$ cat src/rtl/keypad_pkg.sv
// Shared types and constants for the keypad display path: schedule states,
// key map and default slot timing.
package keypad_pkg;

  typedef enum logic [1:0] {SHOW0, BLANK0, SHOW1, BLANK1} disp_state_t;

  // Indexed by {row index, column index}
  localparam logic [3:0] KEY_MAP [0:15] = '{
    4'h1, 4'h2, 4'h3, 4'hA,
    4'h4, 4'h5, 4'h6, 4'hB,
    4'h7, 4'h8, 4'h9, 4'hC,
    4'hE, 4'h0, 4'hF, 4'hD
  };

  localparam int SHOW_CYCLES_DEF  = 24000;
  localparam int BLANK_CYCLES_DEF = 480;
  localparam int CNT_W_DEF        = 24;

  function automatic logic is_onehot4(input logic [3:0] v);
    return (v != 4'd0) && ((v & (v - 4'd1)) == 4'd0);
  endfunction

endpackage

$ cat src/rtl/key_decoder.sv
// Combinational keypad decode: one-hot row and column to a hex key code.
module key_decoder
  import keypad_pkg::*;
(
  input  logic [3:0] row_pwr,
  input  logic [3:0] cols,
  output logic [3:0] code,
  output logic       valid
);

  logic [1:0] row_idx;
  logic [1:0] col_idx;

  always_comb begin
    row_idx = 2'd0;
    col_idx = 2'd0;
    for (int i = 0; i < 4; i++) begin
      if (row_pwr[i]) row_idx = 2'(i);
      if (cols[i])    col_idx = 2'(i);
    end
    valid = is_onehot4(row_pwr) && is_onehot4(cols);
    code  = KEY_MAP[{row_idx, col_idx}];
  end

endmodule

$ cat src/rtl/key_display_sched.sv
// Two-key history with a show/blank time-multiplexed schedule driving one
// shared seven-segment decoder and two active-low anodes.
module key_display_sched
  import keypad_pkg::*;
#(
  parameter int SHOW_CYCLES  = SHOW_CYCLES_DEF,
  parameter int BLANK_CYCLES = BLANK_CYCLES_DEF,
  parameter int CNT_W        = CNT_W_DEF
) (
  input  logic       clk,
  input  logic       reset,
  input  logic       new_key,
  input  logic [3:0] row_pwr,
  input  logic [3:0] cols,
  output logic [3:0] seg_val,
  output logic [1:0] anode,
  output logic [1:0] key_count
);

  localparam bit             HAS_BLANK  = (BLANK_CYCLES > 0);
  localparam logic [CNT_W-1:0] SHOW_LAST  = CNT_W'(SHOW_CYCLES - 1);
  localparam logic [CNT_W-1:0] BLANK_LAST = CNT_W'(HAS_BLANK ? BLANK_CYCLES - 1 : 0);

  logic [3:0]       code;
  logic             code_vld;
  logic [3:0]       dig_new, dig_old;
  logic             val_new, val_old;
  disp_state_t      state, state_nxt;
  logic [CNT_W-1:0] cnt;

  key_decoder u_key_decoder (
    .row_pwr (row_pwr),
    .cols    (cols),
    .code    (code),
    .valid   (code_vld)
  );

  // Key history: a ghosted or empty scan never reaches the registers
  always_ff @(posedge clk) begin
    if (reset) begin
      dig_new   <= 4'd0;
      dig_old   <= 4'd0;
      val_new   <= 1'b0;
      val_old   <= 1'b0;
      key_count <= 2'd0;
    end else if (new_key && code_vld) begin
      dig_old <= dig_new;
      val_old <= val_new;
      dig_new <= code;
      val_new <= 1'b1;
      if (key_count != 2'd2) key_count <= key_count + 2'd1;
    end
  end

  always_comb begin
    state_nxt = state;
    case (state)
      SHOW0:   if (cnt == SHOW_LAST)  state_nxt = HAS_BLANK ? BLANK0 : SHOW1;
      BLANK0:  if (cnt == BLANK_LAST) state_nxt = SHOW1;
      SHOW1:   if (cnt == SHOW_LAST)  state_nxt = HAS_BLANK ? BLANK1 : SHOW0;
      BLANK1:  if (cnt == BLANK_LAST) state_nxt = SHOW0;
      default: state_nxt = SHOW0;
    endcase
  end

  always_ff @(posedge clk) begin
    if (reset) begin
      state <= SHOW0;
      cnt   <= '0;
    end else begin
      state <= state_nxt;
      cnt   <= (state_nxt != state) ? '0 : cnt + 1'b1;
    end
  end

  // Blank slots keep the last shown digit on seg_val so the decoder input
  // does not toggle while both anodes are off.
  always_comb begin
    anode   = 2'b11;
    seg_val = dig_new;
    case (state)
      SHOW0:  anode = val_new ? 2'b10 : 2'b11;
      SHOW1: begin
        anode   = val_old ? 2'b01 : 2'b11;
        seg_val = dig_old;
      end
      BLANK1: seg_val = dig_old;
      default: ;
    endcase
  end

endmodule

$ cat config.mk
export PLATFORM = sky130hd
export DESIGN_NAME = key_display_sched
export DESIGN_NICKNAME = d
export VERILOG_FILES = /design/src/rtl/keypad_pkg.sv /design/src/rtl/key_decoder.sv /design/src/rtl/key_display_sched.sv
export SDC_FILE = /design/constraint.sdc
export NUM_CORES = 1
export LEC_CHECK = 0
export CAP_MARGIN = 20
export CORE_MARGIN = 1
export CORE_UTILIZATION = 61
export DETAILED_ROUTE_END_ITERATION = 7
export GPL_TIMING_DRIVEN = 0
export PLACE_DENSITY = 0.84
export SLEW_MARGIN = 20
export SYNTH_ARGS = -nofsm -noshare
export SYNTH_HDL_FRONTEND = slang
export SYNTH_SLANG_ARGS = --single-unit
$ cat constraint.sdc
create_clock -name clk -period 5.45 [get_ports clk]
set_clock_uncertainty 0.05 [all_clocks]
set_input_delay 0.545 -clock clk [delete_from_list [all_inputs] [get_ports clk]]
set_output_delay 0.545 -clock clk [all_outputs]
set_load 0.005 [all_outputs]
* After elaboration in Yosys (flattened, before gate mapping) *
Memory sizes are Yosys's and may differ from the RTL's. A register that Yosys moved wholly into a read port is not among the register bits.
Index checks and enable logic that the tools add are counted.

word-level totals
  flip-flop bits (word level) = 34
  memory bits (read-only) = 64
  output and inout bits = 8
  word-level logic and storage cells = 48
  memories = 1

operators by class
  add/subtract/negate cells = 4
  equality and inequality tests = 7
  multiplexer cells = 15
  bitwise operators = 3
  reductions and logical operators = 12

memories
  memory           depth  width  rd ports  clocked after memory_dff  wr ports  RTL line           source
  (no name shown)  16     4      1         1                         0         key_decoder.sv:22  code = KEY_MAP[{row_idx, col_idx}];

operator list
  operator                 count
  $add A24 B1 Y24 const B  1
  $eq A24 B15 Y1 const B   1
  $eq A24 B9 Y1 const B    1
  $mux W2                  9
  $and A4 B4 Y4            2
  $logic_not A4 Y1         2
  $pmux W2 S4              1
  $reduce_bool A4 Y1       2
  $sub A4 B1 Y4 const B    2
  $not A4 Y5               1
  $eq A2 B2 Y1 const B     2
  $logic_and A1 B1 Y1      4
  $mux W4                  1
  $pmux W2 S2              1
  $reduce_or A2 Y1         2
  $mux W1                  3
  $add A2 B1 Y2 const B    1
  $eq A2 B1 Y1 const B     1
  $logic_not A2 Y1         1
  $ne A2 B2 Y1             1
  $ne A2 B2 Y1 const B     1
  $reduce_and A2 Y1        1

* Longest topological paths before layout *
Gate-level depths: netlist of the first run.

  depth after elaboration = 7
  gate-level depth with buffers = 8
  mapped depth without buffers = 8

* By module *
A second synthesis of the first run with hierarchy kept.

unflattened totals
  cell total of the unflattened synthesis = 237
  area, all modules = 2082.0 sq um

by module, submodules not included
  module             instances  cells an instance  area each (sq um)  sequential area each (sq um)
  key_display_sched  1          202                1806.7             760.7
  key_decoder        1          35                 275.3              0.0

* Least setup slack after synthesis of the first run *
OpenSTA, ideal clock, no wires.

  path type = input port to flip-flop
  from = input port row_pwr[3]
  to = register key_count[0]
  setup time = 0.121 ns
  arrival = 2.076 ns
  data required time = 5.279 ns
  setup slack = 3.203 ns
  cell stages on the path = 5
  path buffers = 1
  path through = buf_2 or4b_2 o311ai_1 and4b_1 mux2_2

between the ends
  longest elaborated chain between the ends = 7

ends and longest elaborated chain
  element                        RTL line                 source
  start, declared                key_display_sched.sv:13  input logic [3:0] row_pwr,
  $sub A4 B1 Y4                  keypad_pkg.sv:20         return (v != 4'd0) && ((v & (v - 4'd1)) == 4'd0);
  $and A4 B4 Y4                  keypad_pkg.sv:20
  $logic_not A4 Y1               keypad_pkg.sv:20
  $logic_and A1 B1 Y1 *          keypad_pkg.sv:20
  $logic_and A1 B1 Y1 *          key_decoder.sv:21        valid = is_onehot4(row_pwr) && is_onehot4(cols);
  $logic_and A1 B1 Y1 *          key_display_sched.sv:46  end else if (new_key && code_vld) begin
  $reduce_and A2 Y1 (no line) *  -
  end signal, assigned           key_display_sched.sv:51  if (key_count != 2'd2) key_count <= key_count + 2'd1;
  end, declared                  key_display_sched.sv:17  output logic [1:0] key_count

Mark *: on every way between the ends. The rest lies on a longest branch, timed or not.
A chain may end at the register's enable or synchronous reset.

* Worst setup path after layout of the first run *
  from = register cnt[0]
  to = register cnt[11]

between the ends
  longest elaborated chain between the ends = 5

ends and longest elaborated chain
  element                                          RTL line                 source
  start, declared                                  key_display_sched.sv:29  logic [CNT_W-1:0] cnt;
  start signal, assigned                           key_display_sched.sv:72  cnt <= (state_nxt != state) ? '0 : cnt + 1'b1;
  $eq A24 B9 Y1 or $eq A24 B15 Y1 (tied branches)  -
  $mux W2 (on tied branches)                       -
  $pmux W2 S4                                      key_display_sched.sv:57  case (state)
  $ne A2 B2 Y1                                     key_display_sched.sv:72
  $reduce_or A2 Y1 (no line)                       -

Parallel ways exist; a longest one is shown, timed or not.

==> flow_metrics.env, run 1 <==
export IMPL_rsz0062_at_grt="false"
export IMPL_fin_crit_sh_pct=47.5
export IMPL_async_flop_share_pct=0
export IMPL_path_buf_inv=1
export IMPL_grt_pass1_vias=1638
export IMPL_switching_share_pct=25.0
export IMPL_via_per_inst=5.92
export IMPL_drtIter0Drc=99
export IMPL_path_class="register to register"
export IMPL_clockRootBuffer="clkbuf_4"
export IMPL_routabilityCongestion=0.802
export IMPL_p_clk_share_pct=32.6
export IMPL_fin_area_um2=2350
export IMPL_slew_headroom_pct=48.1
export IMPL_clockBufferDepth=2
export IMPL_final_hold_violation_count=0
export IMPL_finalMaxSlewViolations=0
export IMPL_fin_nets=271
export IMPL_core_um2=3130
export IMPL_post_place_ws_ps=2660
export IMPL_synthFlopType="dfxtp_1"
export IMPL_slowest_stage="nor4_2"
export IMPL_p_comb_share_pct=9.0
export IMPL_power_density_nw_per_um2=206
export IMPL_outcome="finished clean"
export IMPL_setup_viol=0
export IMPL_cts_tree="built"
export IMPL_hp_class="register to register"
export IMPL_grt_pass1_wl_um=7150
export IMPL_ant_nets=0
export IMPL_crit_arrival_ps=2760
export IMPL_final_cell_mix="dfxtp_1 (38), nor3_1 (21), clkdlybuf4s50_1 (17), nand2_1 (14), xnor2_1 (13)"
export IMPL_worst_pin_slew_ps=772
export IMPL_post_drt_wl_per_cell_um=14.0
export IMPL_grt_max_degree=13
export IMPL_fmax_mhz=386
export IMPL_drc_errors=0
export IMPL_vias=1763
export IMPL_synth_avg_cell_area_um2=9.02
export IMPL_num_rows=20
export IMPL_io_pins=19
export IMPL_groute_usage_overall_pct=26.6
export IMPL_synthCells=229
export IMPL_clkTransAtPathRegs_ps=120
export IMPL_end_kind="register"
export IMPL_drv_cap=0
export IMPL_finalPower_w=0.000485
export IMPL_fp_dieH_um=60.2
export IMPL_place_inst=290
export IMPL_dp_hpwl_um=3070
export IMPL_synth_edff_count=0
export IMPL_period_needed_ps=2590
export IMPL_fin_tns_setup_ps=0
export IMPL_cts_made_buffers=5
export IMPL_path_cells="ha_1 -> and3_1 -> nand4b_1 -> nor4_2 -> clkbuf_1 -> nor3_1"
export IMPL_layout_commonest_cell="dfxtp_1"
export IMPL_ctsResizeCount=0
export IMPL_ys_seq_area_share_pct=36.8
export IMPL_ys_ff_latch=38
export IMPL_required_ps=5620
export IMPL_syn2layout_area_growth_pct=14.0
export IMPL_yosysWarningCount=0
export IMPL_cts_num_sinks=38
export IMPL_htreeDepth=2
export IMPL_dr_pass1_iters=4
export IMPL_syn_cell_area_um2=2060
export IMPL_antenna_found_initial=0
export IMPL_drive_gt1_share_pct=13.4
export IMPL_cp_top_family="simple AND/OR/NAND/NOR gates"
export IMPL_power_switching_w=0.000121
export IMPL_r2r_slack_ps=2860
export IMPL_start_util_pct=66.0
export IMPL_syn_num_nets=247
export IMPL_setup_slack_ps=2860
export IMPL_ir_drop_v=0.000160
export IMPL_grt_ovfl_total=0
export IMPL_clk_latency_ps=350
export IMPL_portBuffers=17
export IMPL_die_width_um=60.2
export IMPL_dieArea_um2=3620
export IMPL_crit_path_start_kind="register"
export IMPL_critPathMaxFanout=10
export IMPL_stdcell_count=298
export IMPL_totalWireLength_um=4180
export IMPL_crit_path_max_incr_delay_ps=750
export IMPL_yosysUniqueCellTypes=47
export IMPL_n_antenna_cell=0
export IMPL_seqPwrFrac_pct=58.4
export IMPL_cts_setup_buffers=0
export IMPL_placed_area_um2=2290
export IMPL_leakage_nw=0.827
export IMPL_intPower_w=0.000364
export IMPL_cts_hold_buf=0
power by group through the flow:
stage	Sequential, W	Combinational, W	Clock, W
after floorplan	0.000289	0.0000252	0
after global placement	0.000290	0.0000423	0
after detailed placement	0.000290	0.0000434	0
after CTS	0.000284	0.0000437	0.000164
after global routing	0.000284	0.0000484	0.000173
final	0.000284	0.0000438	0.000158
synth_stat cells (2+ instances only):
| master | number | area (um^2) |
|---|---|---|
| nand4_1 | 4 | 25.0 |
| nor2_1 | 7 | 26.3 |
| nor2b_1 | 5 | 31.3 |
| xor2_1 | 3 | 26.3 |
| or3_1 | 12 | 75.1 |
| or4_1 | 5 | 37.5 |
| ha_1 | 7 | 87.6 |
| a211o_1 | 2 | 17.5 |
| xnor2_1 | 13 | 114 |
| clkbuf_1 | 3 | 11.3 |
| and3_1 | 2 | 12.5 |
| inv_1 | 12 | 45.0 |
| nand4b_1 | 2 | 17.5 |
| o21a_1 | 2 | 15.0 |
| dfxtp_1 | 38 | 761 |
| buf_2 | 6 | 30.0 |
| a21oi_1 | 5 | 25.0 |
| or4b_2 | 2 | 20.0 |
| mux2_2 | 5 | 56.3 |
| a211oi_1 | 5 | 37.5 |
| mux2i_1 | 8 | 80.1 |
| nand2_1 | 14 | 52.6 |
| nor4_1 | 4 | 25.0 |
| a211oi_2 | 3 | 37.5 |
| buf_4 | 2 | 15.0 |
| nor3_1 | 21 | 105 |
| o21ai_0 | 9 | 45.0 |
| nand3_1 | 8 | 40.0 |
| nor4b_1 | 2 | 17.5 |
cell type report:
type,count,area [um^2]
Fill cell,255,774
Multi-Input combinational cell,168,1200
Tap cell,44,55.1
Timing Repair Buffer,17,170
Sequential cell,38,761
Clock buffer,6,51.3
Clock inverter,2,12.5
Inverter,12,45.0
Buffer,11,56.3
logic make-up (layout without fill, tap and decap cells):
logic type               Yosys count  in the layout  share of synthesized area, %
XOR/XNOR                          16             16                          6.79
AND/OR/NAND/NOR                   97             97                          28.1
AO/OA/AOI/OAI                     35             35                          12.5
flip-flops                        38             38                          36.8
buffers and inverters             23             48                          4.91
adder cells (fa/ha/maj)            7              7                          4.24
multiplexers                      13             13                          6.61
layer usage:
| layer | routed length [um] | up-vias | track usage [%] |
|---|---|---|---|
| met5 | 0 | - | 0 |
| met4 | 52 | 0 | 11.0 |
| met3 | 178 | 6 | 5.63 |
| met2 | 1900 | 35 | 40.7 |
| met1 | 2050 | 830 | 36.2 |
| li1 | - | 892 | - |
flip-flops by register name, summed over array words and instances, names as in the netlist:
signal / count
val_new: 1
dig_new: 4
state: 2
key_count: 2
val_old: 1
dig_old: 4
cnt: 24
metrics by stage:
| stage | hold WS, ps | utilization [%] |
|---|---|---|
| 3_5_place_dp | 408 | 73.2 |
| 2_1_floorplan | 381 | - |
| 3_3_place_gp | 393 | 73.2 |
| 6_report | 422 | 75.2 |
| 5_1_grt | 440 | 75.2 |
| 4_1_cts | 424 | 75.2 |
worst paths after layout:
kind	start	end	cells after the start
worst max-delay path	cnt[0]	cnt[11]	6
worst min-delay path	dig_old[2]	dig_old[2]	2
worst max register to register	cnt[0]	cnt[11]	6
worst min register to register	dig_old[2]	dig_old[2]	2
worst min-delay path, stage by stage (launching register included):
cell and delay (ps):
dfxtp_1 330, nand2_1 50, mux2i_1 60
(Power assumes the default switching activity.)
==> run 2: changes to the inputs <==
--- a/config.mk
+++ b/config.mk
@@ -7,10 +7,10 @@
 export LEC_CHECK = 0
 export CAP_MARGIN = 20
 export CORE_MARGIN = 1
-export CORE_UTILIZATION = 61
+export CORE_UTILIZATION = 57
 export DETAILED_ROUTE_END_ITERATION = 7
 export GPL_TIMING_DRIVEN = 0
-export PLACE_DENSITY = 0.84
+export PLACE_DENSITY = 0.79
 export SLEW_MARGIN = 20
 export SYNTH_ARGS = -nofsm -noshare
 export SYNTH_HDL_FRONTEND = slang
==> constraint.sdc (replaced) <==
create_clock -name clk -period 2.6 [get_ports clk]
set_clock_uncertainty 0.05 [all_clocks]
set_input_delay 0.26 -clock clk [delete_from_list [all_inputs] [get_ports clk]]
set_output_delay 0.26 -clock clk [all_outputs]
set_load 0.005 [all_outputs]
==> run 2 against run 1 <==
Utilization fell by 5.6 points. Flip-flop and latch count did not move. Maximum frequency rose by 8.1%. Register-to-register slack got worse by 2700 ps. Critical path type unchanged. Count of clock-buffer cells in the layout did not move. Critical path depth did not move. Critical endpoint is now cnt[16]. Clock power rose to 2.6 times the previous value. Non-clock buffer count did not move. Largest power group unchanged. Via count fell by 0.45%. Setup slack got worse by 2700 ps. Design area rose by 1.1%. Die area rose by 6.8%.
==> flow_metrics.env, run 2 (synthesis gave the netlist of run 1 again) <==
export IMPL_die_width_um=62.2
export IMPL_regMostFlops="cnt"
export IMPL_crit_path_max_incr_delay_ps=550
export IMPL_totalWireLength_um=4190
export IMPL_drtIter0Drc=99
export IMPL_drv_cap=0
export IMPL_layout_commonest_cell="dfxtp_1"
export IMPL_largestRegisters="cnt x24, dig_new x4, dig_old x4"
export IMPL_final_cell_mix="dfxtp_1 (38), nor3_1 (21), clkdlybuf4s50_1 (17), nand2_1 (14), xnor2_1 (13)"
export IMPL_outcome="finished clean"
export IMPL_dp_hpwl_um=3070
export IMPL_required_ps=2780
export IMPL_stdcell_count=300
export IMPL_start_util_pct=60.4
export IMPL_clkTransAtPathRegs_ps=120
export IMPL_path_buf_inv=1
export IMPL_vias=1755
export IMPL_switching_share_pct=23.4
export IMPL_p_clk_share_pct=37.2
export IMPL_power_density_nw_per_um2=458
export IMPL_post_drt_wl_per_cell_um=14.0
export IMPL_crit_path_start_kind="register"
export IMPL_crit_arrival_ps=2570
export IMPL_dr_pass1_iters=4
export IMPL_place_inst=292
export IMPL_grt_pass1_vias=1632
export IMPL_cts_made_buffers=5
export IMPL_path_cells="ha_1 -> and3_1 -> nand4b_1 -> nor4_4 -> clkbuf_1 -> nor3_1"
export IMPL_finalMaxSlewViolations=0
export IMPL_htreeDepth=2
export IMPL_clk_latency_ps=350
export IMPL_path_class="register to register"
export IMPL_antenna_found_initial=0
export IMPL_grt_ovfl_total=0
export IMPL_clockBufferDepth=2
export IMPL_fin_util_pct=69.7
export IMPL_dieArea_um2=3870
export IMPL_cts_tree="built"
export IMPL_largest_register_ffs=24
export IMPL_via_per_inst=5.85
export IMPL_holdWs_ps=314
export IMPL_p_comb_share_pct=8.3
export IMPL_hp_class="primary input to register"
export IMPL_groute_usage_overall_pct=23.5
export IMPL_io_pins=19
export IMPL_end_kind="register"
export IMPL_worst_pin_slew_ps=548
export IMPL_cts_hold_buf=0
export IMPL_fp_dieH_um=62.2
export IMPL_grt_max_degree=13
export IMPL_period_needed_ps=2400
export IMPL_slew_headroom_pct=62.9
export IMPL_syn2layout_area_growth_pct=15.3
export IMPL_power_switching_w=0.000255
export IMPL_slowest_stage="nor4_4"
export IMPL_fmax_mhz=417
export IMPL_setup_viol=0
export IMPL_portBuffers=17
export IMPL_fin_tns_setup_ps=0
export IMPL_fin_area_um2=2380
export IMPL_core_um2=3420
export IMPL_grt_pass1_wl_um=7180
export IMPL_final_hold_violation_count=0
export IMPL_cp_top_family="simple AND/OR/NAND/NOR gates"
export IMPL_clockRootBuffer="clkbuf_4"
export IMPL_intPower_w=0.000835
export IMPL_seqPwrFrac_pct=54.5
export IMPL_drive_gt1_share_pct=13.0
export IMPL_fin_crit_sh_pct=92.1
export IMPL_placed_area_um2=2290
export IMPL_num_rows=21
export IMPL_drc_errors=0
export IMPL_n_fill_cell=295
export IMPL_ant_nets=0
export IMPL_cts_num_sinks=38
export IMPL_leakage_nw=0.831
export IMPL_fin_nets=271
export IMPL_n_antenna_cell=0
export IMPL_routabilityCongestion=0.834
export IMPL_rsz0062_at_grt="false"
export IMPL_ir_drop_v=0.000348
export IMPL_critPathMaxFanout=10
-- run 2: repair_timing --
item | CTS | global route
gates resized for setup | 0 | 1
buffers inserted | 0 | 0
endpoints found under the setup margin | 0 | 20
-- run 2: routing by layer --
layer	vias up	wire, um	global-route usage [%]	share of wire (%)
met4	0	47	10.2	1.1
met1	812	2090	31.1	50
li1	898	-	-	-
met5	-	0	0	0
met3	5	182	4.41	4.3
met2	40	1870	37.2	45
-- run 2: worst min-delay path: cells and delay by family --
| kind | cells | cell delay, ps |
|---|---|---|
| mux | 1 | 120 |
| compound gates | 1 | 130 |
| buf+inv | 1 | 170 |
-- run 2: area by class of cell --
type	count	area (um^2)	share of cell area [%]
clock inverters	2	37.5	1.58
plain buffers	11	56.3	2.37
well taps	46	57.6	2.42
repair buffers	17	170	7.15
clock buffers	6	41.3	1.74
flip-flops and latches	38	761	32.0
inverters	12	45.0	1.89
multi-input cells	168	1210	50.9
-- run 2: worst paths after layout --
kind	slack (ps)	cells past startpoint	startpoint	end
hold reg to reg	420	2	dig_old[3]	dig_old[3]
setup / recovery	200	6	cnt[0]	cnt[16]
setup reg to reg	200	6	cnt[0]	cnt[16]
hold / removal	310	3	row_pwr[3]	dig_new[0]
-- run 2: metrics by stage --
step	power, W	setup slack (ps)
2_1_floorplan	0.000660	584
3_3_place_gp	0.000697	91.9
3_5_place_dp	0.000698	66.7
4_1_cts	0.00110	53.2
5_1_grt	0.00112	5.60
6_report	0.00109	204
-- run 2: power groups by stage --
stage | sequential (W) | clock, W | combinational [W]
floorplan | 0.000607 | 0 | 0.0000528
global placement | 0.000607 | 0 | 0.0000894
detailed placement | 0.000608 | 0 | 0.0000905
CTS | 0.000594 | 0.000411 | 0.0000908
global route | 0.000596 | 0.000428 | 0.000101
finish | 0.000595 | 0.000406 | 0.0000901
==> run 3: changes to the inputs <==
--- a/config.mk
+++ b/config.mk
@@ -7,10 +7,9 @@
 export LEC_CHECK = 0
 export CAP_MARGIN = 20
 export CORE_MARGIN = 1
-export CORE_UTILIZATION = 57
+export CORE_UTILIZATION = 45
 export DETAILED_ROUTE_END_ITERATION = 7
 export GPL_TIMING_DRIVEN = 0
-export PLACE_DENSITY = 0.79
 export SLEW_MARGIN = 20
 export SYNTH_ARGS = -nofsm -noshare
 export SYNTH_HDL_FRONTEND = slang
==> run 3 against run 2 <==
Utilization fell by 15 points. Highest routed layer unchanged. Hold slack improved by 67 ps. Wire length decreased by 3.6%. Maximum frequency increased by 6.5%. Final cell count up 1.3%. Design area is 0.53% higher. First-iteration DRC count rose by 4.0%. Clock power fell by 4%.
==> flow_metrics.env, run 3 (synthesis gave the netlist of run 1 again) <==
export IMPL_path_class="register to register"
export IMPL_clockBufferDepth=2
export IMPL_cts_made_buffers=5
export IMPL_end_kind="register"
export IMPL_grt_pass1_wl_um=7250
export IMPL_antenna_found_initial=0
export IMPL_n_antenna_cell=0
export IMPL_dr_pass1_iters=4
export IMPL_n_fill_cell=432
export IMPL_final_cell_mix="dfxtp_1 (38), nor3_1 (21), clkdlybuf4s50_1 (17), nand2_1 (14), xnor2_1 (13)"
export IMPL_groute_usage_overall_pct=18.3
export IMPL_hold_end="dig_new[3]"
export IMPL_layout_commonest_cell="dfxtp_1"
export IMPL_final_hold_violation_count=0
export IMPL_setup_slack_ps=350
export IMPL_fp_dieH_um=69.7
export IMPL_rsz0062_at_grt="false"
export IMPL_required_ps=2700
export IMPL_critPathMaxFanout=10
export IMPL_r2r_start="cnt[0]"
export IMPL_finalMaxSlewViolations=0
export IMPL_dieArea_um2=4860
export IMPL_syn2layout_area_growth_pct=15.9
export IMPL_num_rows=24
export IMPL_slew_headroom_pct=61.6
export IMPL_rr_worst_depth=6
export IMPL_leakage_nw=0.839
export IMPL_largest_register_ffs=24
export IMPL_outcome="finished clean"
export IMPL_finalPower_w=0.00107
export IMPL_dp_hpwl_um=3000
export IMPL_ant_nets=0
export IMPL_post_drt_wl_per_cell_um=13.3
export IMPL_hp_start="row_pwr[3]"
export IMPL_r2r_end="cnt[22]"
export IMPL_cts_num_sinks=38
export IMPL_setup_viol=0
export IMPL_portBuffers=17
export IMPL_largestRegisters="cnt x24, dig_new x4, dig_old x4"
export IMPL_fin_nets=271
export IMPL_cts_setup_buffers=0
export IMPL_drtIter0Drc=103
export IMPL_grt_pass1_vias=1543
export IMPL_cts_tree="built"
export IMPL_r2r_slack_ps=350
export IMPL_drive_gt1_share_pct=13.1
export IMPL_clk_latency_ps=280
export IMPL_post_place_ws_ps=48.8
export IMPL_regMostFlops="cnt"
export IMPL_via_per_inst=5.56
export IMPL_fmax_mhz=444
export IMPL_period_needed_ps=2250
export IMPL_start_util_pct=47.1
export IMPL_cts_hold_buf=0
export IMPL_totalWireLength_um=4040
export IMPL_fin_crit_sh_pct=86.5
export IMPL_crit_path_start_kind="register"
export IMPL_ctsResizeCount=0
export IMPL_hp_class="primary input to register"
export IMPL_worst_pin_slew_ps=567
export IMPL_holdWs_ps=380
export IMPL_htreeDepth=2
export IMPL_ir_drop_v=0.000338
export IMPL_grt_max_degree=11
export IMPL_die_width_um=69.7
export IMPL_holdPathStages=3
export IMPL_clkTransAtPathRegs_ps=70
export IMPL_routabilityCongestion=0.815
export IMPL_drc_errors=0
export IMPL_crit_arrival_ps=2350
export IMPL_core_um2=4380
export IMPL_grt_ovfl_total=0
export IMPL_power_density_nw_per_um2=449
export IMPL_io_pins=19
export IMPL_clockRootBuffer="clkbuf_8"
export IMPL_fin_tns_setup_ps=0
export IMPL_vias=1690
export IMPL_drv_cap=0
## run 3: changes by cell type in the layout (fill, tap and decap cells not counted), sizes merged
cell,change
clkinvlp,-1
bufinv,-1
## run 3: per-layer routing
layer | track usage (%) | wire, um | vias up
met3 | 3.92 | 126 | 6
met4 | 4.67 | 40 | 0
met5 | 0 | 0 | -
li1 | - | - | 888
met2 | 26.0 | 1650 | 24
met1 | 27.9 | 2220 | 772
## run 3: cell type report
cell class	instances	area, um^2	area share [%]
Tap cell	52	65.1	2.72
Inverter	12	45.0	1.88
Timing Repair Buffer	17	170	7.11
Buffer	11	57.6	2.41
Multi-Input combinational cell	168	1210	50.6
Clock buffer	6	82.6	3.45
Sequential cell	38	761	31.8
## run 3: metrics by stage
stage / instances / util, % / cell area, um^2
2_1_floorplan: 229 / - / 2060
3_3_place_gp: 298 / 52.5 / 2300
3_5_place_dp: 298 / 52.5 / 2300
4_1_cts: 304 / 54.3 / 2380
5_1_grt: 304 / 54.6 / 2390
6_report: 304 / 54.6 / 2390
## run 3: worst max path at each step
stage / startpoint / slack (ps) / cells past startpoint / end
5_1_grt: cnt[0] / 120 / 6 / cnt[6]
2_1_floorplan: cnt[0] / 580 / 6 / cnt[10]
3_5_place_dp: cnt[0] / 50 / 6 / cnt[10]
3_3_place_gp: cnt[0] / 10 / 6 / cnt[16]
4_1_cts: cnt[0] / 30 / 6 / cnt[10]
6_report: cnt[0] / 350 / 6 / cnt[22]
## run 3: power breakdown
| group | internal (W) | switching, W | total, W |
|---|---|---|---|
| registers | 0.000589 | 0.00000607 | 0.000595 |
| logic | 0.0000440 | 0.0000464 | 0.0000903 |
| clock network | 0.000204 | 0.000185 | 0.000389 |
| total | 0.000837 | 0.000237 | 0.00107 |
## run 3: critical path, stage by stage (launching register included)
cell and delay, ps:
dfxtp_1 390, ha_1 220, and3_1 240, nand4b_1 270, nor4_4 540, buf_2 330, a211oi_1 70
